`src/rtl/fetch_stage.sv`:
```
// fetch_stage: 16-bit instruction fetch with a one-entry skid buffer, redirects and bubble insertion.
// Define FETCH_PERF_CNT_EN to add the perf_fetched/perf_redirects counters.
module fetch_stage #(
  parameter logic [15:0] RESET_PC = 16'h0000
) (
  input  logic        clk,
  input  logic        reset,
  input  logic [15:0] new_pc,
  input  logic        jump,
  input  logic        stall,
  output logic        imem_req,
  output logic [15:0] imem_addr,
  input  logic [15:0] imem_rdata,
  input  logic        imem_valid,
  output logic [15:0] pc_out,
  output logic [15:0] ir_out,
  output logic [15:0] IPCP2,
  output logic        if_valid
`ifdef FETCH_PERF_CNT_EN
  ,
  output logic [15:0] perf_fetched,
  output logic [15:0] perf_redirects
`endif
);
  typedef enum logic [1:0] {IDLE, REQ, SKID, DISCARD} state_t;
  state_t      state_q;
  logic [15:0] fetch_pc_q, skid_pc_q, skid_ir_q, pc_q, ir_q, ipcp2_q, addr_q;
  logic        req_q, valid_q;
  logic        redirect, load;
  logic [15:0] tgt, pc_inc, ld_pc, ld_ir;
  always_comb begin
    redirect = !jump && valid_q && !stall;
    load     = !stall && !redirect && ((state_q == REQ && imem_valid) || state_q == SKID);
    tgt      = new_pc & 16'hFFFE;
    pc_inc   = fetch_pc_q + 16'd2;
    ld_pc    = state_q == SKID ? skid_pc_q : fetch_pc_q;
    ld_ir    = state_q == SKID ? skid_ir_q : imem_rdata;
  end
  // A redirect with the request still in flight must wait in DISCARD to swallow its response.
  always_ff @(posedge clk or posedge reset) begin
    if (reset) begin
      state_q    <= IDLE;
      fetch_pc_q <= RESET_PC;
      skid_pc_q  <= 16'h0000;
      skid_ir_q  <= 16'h0000;
      pc_q       <= 16'h0000;
      ir_q       <= 16'h0000;
      ipcp2_q    <= 16'h0000;
      addr_q     <= 16'h0000;
      req_q      <= 1'b0;
      valid_q    <= 1'b0;
    end else if (state_q == IDLE) begin
      state_q <= REQ;
      req_q   <= 1'b1;
      addr_q  <= fetch_pc_q;
    end else if (redirect) begin
      fetch_pc_q <= tgt;
      valid_q    <= 1'b0;
      ir_q       <= 16'h0000;
      skid_pc_q  <= 16'h0000;
      skid_ir_q  <= 16'h0000;
      if (state_q == REQ && !imem_valid) begin
        state_q <= DISCARD;
      end else begin
        state_q <= REQ;
        req_q   <= 1'b1;
        addr_q  <= tgt;
      end
    end else if (load) begin
      pc_q       <= ld_pc;
      ir_q       <= ld_ir;
      ipcp2_q    <= ld_pc + 16'd2;
      valid_q    <= 1'b1;
      fetch_pc_q <= pc_inc;
      req_q      <= 1'b1;
      addr_q     <= pc_inc;
      state_q    <= REQ;
    end else if (state_q == REQ && imem_valid) begin
      skid_pc_q <= fetch_pc_q;
      skid_ir_q <= imem_rdata;
      req_q     <= 1'b0;
      state_q   <= SKID;
    end else if (state_q == REQ && !stall) begin
      valid_q <= 1'b0;
    end else if (state_q == DISCARD && imem_valid) begin
      state_q <= REQ;
      addr_q  <= fetch_pc_q;
    end
  end
  assign imem_req  = req_q;
  assign imem_addr = addr_q;
  assign pc_out    = pc_q;
  assign ir_out    = ir_q;
  assign IPCP2     = ipcp2_q;
  assign if_valid  = valid_q;
`ifdef FETCH_PERF_CNT_EN
  logic [15:0] fetched_q, redirects_q;
  always_ff @(posedge clk or posedge reset) begin
    if (reset) begin
      fetched_q   <= 16'h0000;
      redirects_q <= 16'h0000;
    end else begin
      fetched_q   <= fetched_q + {15'd0, load};
      redirects_q <= redirects_q + {15'd0, redirect};
    end
  end
  assign perf_fetched   = fetched_q;
  assign perf_redirects = redirects_q;
`endif
endmodule

```
`config.mk`:
```
export PLATFORM = sky130hd
export DESIGN_NAME = fetch_stage
export DESIGN_NICKNAME = d
export VERILOG_FILES = /design/src/rtl/fetch_stage.sv
export SDC_FILE = /design/constraint.sdc
export NUM_CORES = 1
export LEC_CHECK = 0
export CORE_UTILIZATION = 40
export DETAILED_ROUTE_END_ITERATION = 10
export SLEW_MARGIN = 25
export SYNTH_ARGS = -nofsm -noshare
export SYNTH_HDL_FRONTEND = slang
export SYNTH_SLANG_ARGS = --single-unit
```
`constraint.sdc`:
```
create_clock -name clk -period 4.9 [get_ports clk]
set_input_delay 0.98 -clock clk [delete_from_list [all_inputs] [get_ports clk]]
set_output_delay 0.98 -clock clk [all_outputs]
set_load 0.1 [all_outputs]
```
==> metrics.cfg <==
[grt]
track_usage = 0.216
grt_pass1_wl_um = 24700
antenna_found_initial = 0
grt_max_degree = 64
gr-total-overflow = 0
grt_pass1_vias = 4708

[timing]
rsz0062_at_grt = no
finalCritPeriodShare = 0.680
min_period_ns = 3.33
slew_viol_final = 0
worst_slack_ns = 1.57
slew_headroom = 0.329
tightest_slew_ns = 1.00
setup_viol = 0
final-hold-violation-count = 0
fmaxAchievable_mhz = 300
worst_clock_skew_ns = 0.00551
tns_ns = 0

[worst_setup_path]
cp.arrival_ns = 3.61
reg2regPathDepth = 10
cp_top_family = compound AO/OA/AOI/OAI gates
path_buf_inv = 1
path_cells = nor2b_4 -> buf_4 -> nand2_1 -> o21ai_0 -> ha_1 -> nand2_1 -> o32ai_4 -> o21ai_0 -> o21ai_0 -> o311ai_0
critPathSlowestCell = dfrtp_1
cp-startpoint = state_q[1]$_DFFE_PP0P_
crit_top_cell = o21ai_0
r2r_start = state_q[1]$_DFFE_PP0P_
critPathMaxStageDelay_ns = 0.82
crit_fanout = 20
r2r_end = IPCP2[15]$_DFFE_PP0P_
endpoint_kind = flip-flop
start_kind = flip-flop
rrSetupSlack_ns = 1.57
crit_type = reg2reg
required_ns = 5.17

[layout]
fin_area_um2 = 7430
drive_gt1_frac = 0.0858
final_common_cell = nand2_1
num_antenna_cells = 0
final_util = 0.529
fin_nets = 737
syn_to_final_growth_pct = 27.7
final_cell_mix = nand2_1 (146), dfrtp_1 (114), clkdlybuf4s50_1 (101)

[detailed_routing]
dr.pass1.iters = 5
wl_per_cell_um = 16.8
via_per_inst = 5.45
drt-total-wl_um = 15000
route.detailed.drc = 0
ant_nets = 0
drt-initial-drc-count = 434
via_count = 4859

[floorplan]
rows = 43
fp.dieW_um = 123
core_area_um2 = 14000
die_h_um = 123
io_pins = 103
die_area_um2 = 15000
initial_core_util = 0.414

[synth]
synth_cells = 622
synth_edf_count = 0
synth_seq_area_share = 0.490
synth_cell_types = 61
yosys_warnings = 0
synth_area_um2 = 5820
ys_seq_elements = 114
async_flop_share = 1.00
synth_nets = 661
synthFlopType = dfrtp_1
avgSynthCellArea_um2 = 9.35

[cts]
numCtsBuffers = 17
cts-root-buf = clkbuf_16
clk_pin_slew_worst_paths_ns = 0.05
cts_tree = yes
cts_resized = 0
cts_buffer_depth = 2
cts_setup_buffers = 0
hold_buffers = 0
h-tree-depth = 4
cts.sinks = 114
worstSkewPairLatency_ns = 0.42

[status]
status = completed

[place]
place_ws_ns = 1.25
place.gp.congestion = 0.846
dp_hpwl_um = 10200
dpl_cell_area_um2 = 6880
portBuffers = 101

[hold_path]
hold_class = reg2reg
min_to = pc_out[14]$_DFFE_PP0P_
hp-start = pc_out[14]$_DFFE_PP0P_
min_path_cells = 1

[flow_run]
cap_violations = 0

## metrics by stage
step           hold slack, ns  instances
2_1_floorplan           0.449        622
3_3_place_gp            0.460        859
3_5_place_dp            0.465        859
4_1_cts                 0.476        891
5_1_grt                 0.496        891
6_report                0.471        891
## cells in the mapped netlist (11+ instances only)
| cell | count | area [um2] |
|---|---|---|
| nor3_1 | 12 | 60.1 |
| o21ai_0 | 63 | 315 |
| nand2_1 | 146 | 548 |
| o31ai_1 | 20 | 150 |
| clkbuf_1 | 30 | 113 |
| nand3_1 | 12 | 60.1 |
| mux2i_1 | 28 | 280 |
| a21oi_1 | 29 | 145 |
| buf_2 | 14 | 70.1 |
| o22ai_1 | 11 | 68.8 |
| nor2_1 | 16 | 60.1 |
| dfrtp_1 | 114 | 2850 |
## flip-flops by register name, indices dropped and copies added, names as in the netlist
name	cells
if_valid	1
skid_pc_q	16
pc_out	16
IPCP2	15
ir_out	16
imem_addr	16
skid_ir_q	16
fetch_pc_q	15
imem_req	1
state_q	2
## worst register-to-register path: stages (launching register included)
cell      delay [ns]
dfrtp_1         0.82
nor2b_4         0.51
buf_4           0.32
nand2_1         0.08
o21ai_0         0.13
ha_1            0.31
nand2_1         0.12
o32ai_4         0.36
o21ai_0         0.21
o21ai_0         0.19
o311ai_0        0.14
## cells by family (layout without fill, tap and decap cells)
group / after synthesis / count (layout) / synth area share
simple gates: 220 / 220 / 0.167
fa+ha+maj: 2 / 2 / 0.00430
xor+xnor: 7 / 7 / 0.0105
flops: 114 / 114 / 0.490
compound gates: 179 / 179 / 0.203
buf+inv: 60 / 149 / 0.0488
mux: 40 / 40 / 0.0759
## routing by layer
layer,vias up,wire length (um),global-route usage
met5,-,0,0
met3,21,877,0.0544
met4,0,240,0.0823
met1,2312,7060,0.299
met2,152,6820,0.324
li1,2374,-,-
## final cells by class
cell class	count	area (um2)
Clock buffer	27	503
Tap cell	180	225
Clock inverter	5	50.0
Fill cell	1291	6610
Multi-Input combinational cell	448	2690
Timing Repair Buffer	112	1090
Sequential cell	114	2850
Inverter	5	21.3
## worst max-delay path by stage
| stage | end | cells past startpoint |
|---|---|---|
| after floorplan | IPCP2[10]$_DFFE_PP0P_ | 1 |
| final | IPCP2[15]$_DFFE_PP0P_ | 10 |
| after global routing | IPCP2[15]$_DFFE_PP0P_ | 9 |
| after detailed placement | imem_addr[4]$_DFFE_PP0P_ | 8 |
| after global placement | imem_addr[4]$_DFFE_PP0P_ | 8 |
| after CTS | IPCP2[15]$_DFFE_PP0P_ | 10 |
Power is left out: the tool's default activity adds up to more than one toggle a clock period on the data nets, which glitch-free logic cannot reach.
==> variant (config.mk and constraints unchanged) <==
Re-encode `state_t` (4 states) as Gray code, 2 bits wide.
--- a/src/rtl/fetch_stage.sv
+++ b/src/rtl/fetch_stage.sv
@@ -22,7 +22,7 @@
   output logic [15:0] perf_redirects
 `endif
 );
-  typedef enum logic [1:0] {IDLE, REQ, SKID, DISCARD} state_t;
+  typedef enum logic [1:0] {IDLE = 2'b00, REQ = 2'b01, SKID = 2'b11, DISCARD = 2'b10} state_t;
   state_t      state_q;
   logic [15:0] fetch_pc_q, skid_pc_q, skid_ir_q, pc_q, ir_q, ipcp2_q, addr_q;
   logic        req_q, valid_q;
Function: no difference found for any inputs over 4 cycles, from zero or initial values and one cycle with reset high; so few cycles prove little.
==> variant against the original RTL <==
Clock skew about the same; setup slack gained 0.12 ns; sequential share of layout area grew 0.47 points; sequential cell count unchanged; area after synthesis decreased by 3.2%; count of clock-buffer cells in the layout shrank 5; final area down 1.2%; wire length down 5.5%.
==> variant: results (changes against the original RTL) <==
global_route:
  grt_use_total_pct: 21.3  # -0.27 points
  grt_max_degree: 88  # +38%
  grt_pass1_vias: 4704  # -0.085%
  grt_pass1_wl_mm: 24.2  # -1.9%
setup_path:
  crit_fanout: 25  # +25%
  crit_arrival_ns: 3.50  # -0.11 ns
  max_stage_delay_ns: 0.71  # -0.11 ns
  path_delay_family: "simple AND/OR/NAND/NOR gates"
synthesis:
  ys_seq_area_share_pct: 50.7  # +1.6 points
  yosysUniqueCellTypes: 58  # -4.9%
  synth_top_cells_by_area: "dfrtp_1, nand2_1, mux2i_1"
  synth_common_cells: "nand2_1, dfrtp_1, o21ai_0"
  synth_nets: 626  # -5.3%
  ys.warnings.count: 0  # unchanged
clocking:
  post_cts_resized: 0  # unchanged
  clock_latency_ns: 0.41
  cts_inserted_buffers: 17  # unchanged
sta:
  max_freq_mhz: 312  # +3.8%
  max-slew-margin-rel_pct: 31.8  # -1.0 points
  worst_clock_skew_ns: 0.00535  # -0.000161 ns
layout:
  drive_above_1_share_pct: 9.71  # +1.1 points
  fillerInstances: 1193  # -7.6%
  fin_nets: 716  # -2.8%
placement:
  place_congestion: 0.847  # +0.12%
  place_area_um2: 6750  # -1.9%
  hpwl_mm: 9.92  # -2.7%
status:
  status: "finished, final reports clean"
detailed_routing:
  post_drt_wl_per_cell_um: 16.4  # -2.7%
  drt_iter0_markers: 294  # -32%
  viasPerCell: 5.44  # -0.23%
min_path:
  holdCritPathClass: "register to register"
variant: cell types whose count changed in the layout (fill, tap and decap cells not counted), moves of 5 or more:
cell       change
o21ai_0       -15
a21oi_1       -17
nand2_1       -12
a211oi_1       -6
o21ai_1        +5
o31ai_1        +6
nor4_1         +8
inv_1          +5
o2bb2ai_1      +5
nor3_1         -6
o22ai_1        -5
variant: logic make-up (layout without fill, tap and decap cells):
family / after synthesis / in the layout / synth area share (%)
AOI/OAI and AO/OA: 157 / 157 / 18.8
xor gates and xnor gates: 6 / 6 / 0.934
adders and majority gates: 2 / 2 / 0.444
buffers and inverters: 51 / 154 / 4.29
DFF: 114 / 114 / 50.7
muxes: 39 / 39 / 7.29
and+or+nand+nor: 218 / 218 / 17.5
variant: where the power goes:
part / leakage [nW] / switching, mW / internal, mW
clock network: 0.282 / 0.415 / 0.782
registers: 1.41 / 0.285 / 1.27
logic: 1.48 / 1.99 / 0.666
total: 3.17 / 2.69 / 2.72
variant: metal layers:
layer	track usage, %	part of all wire, %	vias to the layer above	wire (um)
met5	0	0	-	0
met4	8.64	2.2	0	308
met3	4.58	4.4	24	618
met2	31.9	44	152	6270
met1	30.0	49	2227	6980
li1	-	-	2309	-
variant: stage by stage:
| stage | hold slack, ns | std cells | setup slack [ns] | util [%] | total power [mW] |
|---|---|---|---|---|---|
| final | 0.468 | 866 | 1.69 | 54.4 | 5.41 |
| after CTS | 0.478 | 865 | 1.73 | 54.3 | 5.44 |
| after global routing | 0.497 | 866 | 1.44 | 54.4 | 5.68 |
| after floorplan | 0.449 | 587 | 0.904 | - | 3.56 |
| after detailed placement | 0.465 | 833 | 1.43 | 50.0 | 4.23 |
| after global placement | 0.460 | 833 | 1.47 | 49.9 | 4.19 |
variant: final cells by class:
class,count,share of cell area (%)
inverter,11,0.631
multi-input combinational,422,34.7
sequential,114,38.9
timing repair buffer,111,14.8
clock inverter,10,1.47
clock buffer,22,6.46
tap,176,3.00
variant: worst register-to-register path: cells and delay by family, from the launching register on:
kind                       cells  cell delay [ns]
and+or+nand+nor                6             1.12
DFF                            1             0.71
AOI/OAI and AO/OA              2             0.71
buffers and inverters          1             0.36
adders and majority gates      1             0.20
variant: path summary, 6_finish.rpt:
check                                start   endpoint  slack (ns)  depth (start not counted)
worst max-delay path            state_q[1]  IPCP2[15]        1.69                         10
worst min-delay path             pc_out[3]  pc_out[3]        0.47                          2
worst max register to register  state_q[1]  IPCP2[15]        1.69                         10
worst min register to register   pc_out[3]  pc_out[3]        0.47                          2
max in group asynchronous            reset   if_valid        2.93                          3
min in group asynchronous            reset  ir_out[4]        1.10                          2
